**src/rtl/cache_mem_backing_responder.sv**
```systemverilog
`default_nettype none
// ============================================================================
// Module   : cache_mem_backing_responder
// Purpose  : Backing-store responder for the cache miss/writeback path.
//            Accepts one single-word read or write at a time over a
//            valid/ready handshake. It answers after LATENCY cycles from a
//            local 32-bit word array. Words that have never been written
//            read back as 32'hDEADBEEF.
// Options  : CACHE_MEM_ERR_EN - adds rsp_err, which flags reads of
//            unwritten words.
// Revision : 1.0 - initial release
// ============================================================================
module cache_mem_backing_responder #(
  parameter int ADDR_W  = 7,
  parameter int LATENCY = 3   // legal range 1..15
) (
  input  logic              clk,
  input  logic              rst,
  input  logic              req_valid,
  output logic              req_ready,
  input  logic              req_write,
  input  logic [ADDR_W-1:0] req_addr,
  input  logic [31:0]       req_wdata,
  output logic              rsp_valid,
  input  logic              rsp_ready,
`ifdef CACHE_MEM_ERR_EN
  output logic              rsp_err,
`endif
  output logic [31:0]       rsp_rdata
);

  localparam int          DEPTH     = 1 << ADDR_W;
  localparam logic [31:0] FILL_WORD = 32'hDEADBEEF;
  // The counter is loaded with LATENCY-1 at acceptance. BUSY then runs
  // LATENCY cycles (counting down through zero), so rsp_valid rises after
  // edge N+LATENCY for every legal LATENCY, including 1.
  localparam logic [3:0]  CNT_LOAD  = 4'(LATENCY - 1);

  typedef enum logic [1:0] {
    IDLE = 2'd0,
    BUSY = 2'd1,
    RESP = 2'd2
  } state_t;

  state_t              state;
  state_t              state_nxt;
  logic [3:0]          cnt;
  logic                write_q;
  logic [ADDR_W-1:0]   addr_q;
  logic [31:0]         wdata_q;
  logic [31:0]         mem [DEPTH];
  logic [DEPTH-1:0]    written;
  logic                accept;
  logic                rsp_load;
  logic [31:0]         rd_word;

  assign accept   = req_valid & req_ready;
  assign rsp_load = (state == BUSY) && (cnt == 4'd0);
  assign rd_word  = written[addr_q] ? mem[addr_q] : FILL_WORD;

  // FSM state register
  always_ff @(posedge clk or posedge rst) begin
    if (rst) begin
      state <= IDLE;
    end else begin
      state <= state_nxt;
    end
  end

  // Next-state and state-decoded handshake outputs
  always_comb begin
    state_nxt = state;
    req_ready = 1'b0;
    rsp_valid = 1'b0;
    case (state)
      IDLE: begin
        // Held low during reset so nothing is accepted while rst is high.
        req_ready = ~rst;
        if (req_valid && !rst) begin
          state_nxt = BUSY;
        end
      end
      BUSY: begin
        if (cnt == 4'd0) begin
          state_nxt = RESP;
        end
      end
      RESP: begin
        rsp_valid = 1'b1;
        if (rsp_ready) begin
          state_nxt = IDLE;
        end
      end
      default: state_nxt = IDLE;
    endcase
  end

  // Request latch, latency counter and response data register
  always_ff @(posedge clk or posedge rst) begin
    if (rst) begin
      cnt       <= 4'd0;
      write_q   <= 1'b0;
      addr_q    <= '0;
      wdata_q   <= 32'd0;
      rsp_rdata <= 32'd0;
    end else begin
      if (accept) begin
        write_q <= req_write;
        addr_q  <= req_addr;
        wdata_q <= req_wdata;
        cnt     <= CNT_LOAD;
      end else if (state == BUSY && cnt != 4'd0) begin
        cnt <= cnt - 4'd1;
      end
      if (rsp_load) begin
        rsp_rdata <= write_q ? wdata_q : rd_word;
      end
    end
  end

  // Data array: deliberately not reset, so committed data survives a reset
  always_ff @(posedge clk) begin
    if (accept && req_write) begin
      mem[req_addr] <= req_wdata;
    end
  end

  // Written-bits: cleared by reset, so pre-reset writes read as fill again
  always_ff @(posedge clk or posedge rst) begin
    if (rst) begin
      written <= '0;
    end else if (accept && req_write) begin
      written[req_addr] <= 1'b1;
    end
  end

`ifdef CACHE_MEM_ERR_EN
  // Error flag for unwritten-word reads, held alongside rsp_rdata
  always_ff @(posedge clk or posedge rst) begin
    if (rst) begin
      rsp_err <= 1'b0;
    end else if (rsp_load) begin
      rsp_err <= ~write_q & ~written[addr_q];
    end
  end
`endif

endmodule
`default_nettype wire
```
**config.mk**
```make
export PLATFORM = sky130hd
export DESIGN_NAME = cache_mem_backing_responder
export DESIGN_NICKNAME = d
export VERILOG_FILES = /design/src/rtl/cache_mem_backing_responder.sv
export SDC_FILE = /design/constraint.sdc
export NUM_CORES = 2
export LEC_CHECK = 0
export BUFFER_PORTS_ARGS = -buffer_cell sky130_fd_sc_hd__buf_2
export CAP_MARGIN = 20
export CORE_MARGIN = 3
export CORE_UTILIZATION = 45
export DETAILED_ROUTE_END_ITERATION = 8
export HOLD_SLACK_MARGIN = 0.03
export MAX_ROUTING_LAYER = met4
export SLEW_MARGIN = 0
export SYNTH_ARGS = -nofsm -noshare
export SYNTH_HDL_FRONTEND = slang
export SYNTH_SLANG_ARGS = --single-unit
```
**constraint.sdc**
```tcl
create_clock -name clk -period 16.9 [get_ports clk]
set_input_delay 3.38 -clock clk [delete_from_list [all_inputs] [get_ports clk]]
set_output_delay 3.38 -clock clk [all_outputs]
set_load 0.03 [all_outputs]
```
==> results.tsv <==
metric	value	unit
WL/cell	35.9	um
die height	609	um
Synth Flop Type	edfxtp_1	
syn_area_per_cell	23.3	um^2
Synth top area share	75.2	%
pin count of the biggest net entering global routing	131	
Max Buffers Root-to-Sink	4	
chip width	609	um
startpoint types	input port	
Antenna Violating Nets Remaining	0	
Placed Cells	11700	
crit path kind	in -> out	
H-tree Lvls	5	
PwrDens	160	nW/um^2
total power	0.0299	W
Initial Util	45.4	%
Synth Cell Area	164000	um^2
CP Data Required Time	13520	ps
Max VDD drop	0.000144	V
TritonCTS Buffers	431	
grt ovf	0	
Worst Path Arrival	3950	ps
GP Congestion	1.10	
clock root cell	clkbuf_16	
GRT Util Overall	24.9	%
syn_nets	7053	
Pleak	59.1	nW
later-pin clock latency in the skew report	970	ps
Critical Path Sink Type	output port	
Rows	220	
Layout Cells excl Fill	12500	
final core occ	51.7	%
area leader, netlist	edfxtp_1	
fin worst setup slack	9570	ps
via count	77500	
post-synthesis instance total	7007	
WL final	450	mm
number of max-cap violations	0	
status	completed	
drc violations	0	
Seq/Total Area, Yosys	78.3	%
Sink Count	4302	
worst rel slew slack	17.3	%
Setup TNS	0	ps
vias per cell	6.18	
post-CTS setup buffer count	0	
post-synth cell types	42	
initial antenna violation count	39	
Hold Violations, Final	0	
clock slew at reported path FFs	60	ps
CP most frequent cell	buf_2	
layout cells sized above 1	30.8	%
number of global-route vias before repair	75700	
Final Skew	61.6	ps
Crit-path slowest cell	buf_2	
Yosys warnings	0	
Post-synth EDFFs	4096	
Area growth, synth to finish	13.9	%
crit-path max FO	2	
register bit total from synthesis	4302	
CP Cell Sequence	buf_2 > nor3_1 > buf_2	
Final Net Count	7421	
worst min path class	reg -> reg	
cts-stage hold buffer count	0	
# resized after CTS	0	
fraction of registers with async set/reset	4.79	%
Tmin final	7330	ps
Final Max Tran Viols	0	
worst slew pin tran	1240	ps
TritonCTS clock tree	yes	
number of top-level pins	78	
First DRT Iteration DRCs	11500	
Setup violations, final	0	
DIE AREA	371000	um^2
core area	361000	um^2
drt first pass iters	6	
top cells by area, synth	edfxtp_1 75%, mux4_2 16%, dfrtp_1 3.2%	
top post-synthesis cells by count	4096 x edfxtp_1, 1147 x mux4_2, 208 x mux2i_1	
DP Wirelength	274	mm
critical path's largest stage delay	240	ps
pre-CTS setup slack	8930	ps
most common cell in the synthesized netlist	edfxtp_1	
Fmax	0.136	GHz
first-pass GRT wire length	622	mm
Port Buf Inserts	77	
RSZ-0062 raised after global routing	false	
period utilisation layout	43.4	%
==> flip-flops by register name (all words and copies together) (netlist names) <==
name / cells
addr_q: 7
cnt: 4
mem: 4096
rsp_rdata: 32
state: 2
write_q: 1
written: 128
wdata_q: 32
==> logic make-up (layout without fill, tap and decap cells) <==
| kind of cell | after synthesis | count (layout) | synth area share, % |
|---|---|---|---|
| flops | 4302 | 4302 | 78.3 |
| mux | 1386 | 1386 | 17.3 |
| simple gates | 484 | 484 | 1.45 |
| compound gates | 444 | 444 | 1.81 |
| buf+inv | 386 | 1120 | 1.09 |
| xor+xnor | 3 | 3 | 0.0161 |
| fa+ha+maj | 2 | 2 | 0.0153 |
| other cells | 0 | 15 | 0 |
==> per-layer routing <==
| metal | wire length, um | part of all wire, % | track usage (%) | up-vias |
|---|---|---|---|---|
| met5 | 0 | 0 | - | - |
| met4 | 21300 | 4.7 | 9.63 | 0 |
| met3 | 41900 | 9.3 | 4.09 | 677 |
| met2 | 205000 | 46 | 35.9 | 3885 |
| met1 | 182000 | 40 | 35.8 | 42100 |
| li1 | - | - | - | 30800 |
==> per-stage QoR <==
stage	instance area, um^2	hold slack, ps
floorplan	164000	434
global placement	171000	447
detailed placement	171000	447
CTS	185000	461
global route	186000	472
finish	186000	459
==> where the power goes <==
part | leakage [nW] | switching, W | internal (W) | total (W)
sequential | 39.5 | 0.000222 | 0.0118 | 0.0120
combinational | 12.7 | 0.00513 | 0.00333 | 0.00846
clock | 6.82 | 0.00401 | 0.00540 | 0.00941
==> critical path: cells and delay by family <==
family,cells,cell delay [ps]
buffers and inverters,2,380
AND/OR/NAND/NOR,1,190
==> layout by cell type, fill, tap and decap left out, types with 15 or more instances in the layout <==
master / netlist / final
mux2i_1: 208 / 208
buf_12: 0 / 53
nand2_1: 69 / 68
clkbuf_1: 174 / 103
nor2_1: 172 / 39
clkinv_1: 0 / 95
buf_4: 32 / 182
a21oi_1: 60 / 60
a221oi_1: 36 / 36
o22ai_1: 121 / 121
diode_2: 0 / 15
o21ai_0: 73 / 73
mux2_2: 31 / 31
o221ai_1: 27 / 27
a211oi_1: 33 / 33
buf_16: 0 / 26
buf_2: 110 / 46
nand3_1: 44 / 42
clkbuf_16: 0 / 435
bufinv_16: 0 / 35
edfxtp_1: 4096 / 4096
and3_1: 17 / 16
nor2_4: 0 / 130
or2_2: 129 / 129
clkbuf_8: 0 / 29
clkinv_2: 0 / 69
mux4_2: 1147 / 1147
dfrtp_1: 206 / 203
a22oi_1: 46 / 46
a22o_1: 33 / 33
==> worst paths after layout <==
check                            start      endpoint  slack [ps]  cells after the start
max                                rst     req_ready        9570                      3
min                        written[31]   written[31]         460                      1
max reg2reg                  addr_q[0]  rsp_rdata[3]       10300                     11
min reg2reg                written[31]   written[31]         460                      1
max in group asynchronous          rst     addr_q[0]       12700                      3
min in group asynchronous          rst      state[0]        2500                      2
==> layout make-up <==
type                       instances  area (um^2)
timing repair buffer             307         3370
sequential                      4302       128000
clock inverter                   232         2270
tap                             4773         5970
antenna                           15         37.5
clock buffer                     567        11700
multi-input combinational       2319        34800
inverter                          14         72.6
fill                           27800       174000
No activity file was read; power rests on OpenSTA's default activity.
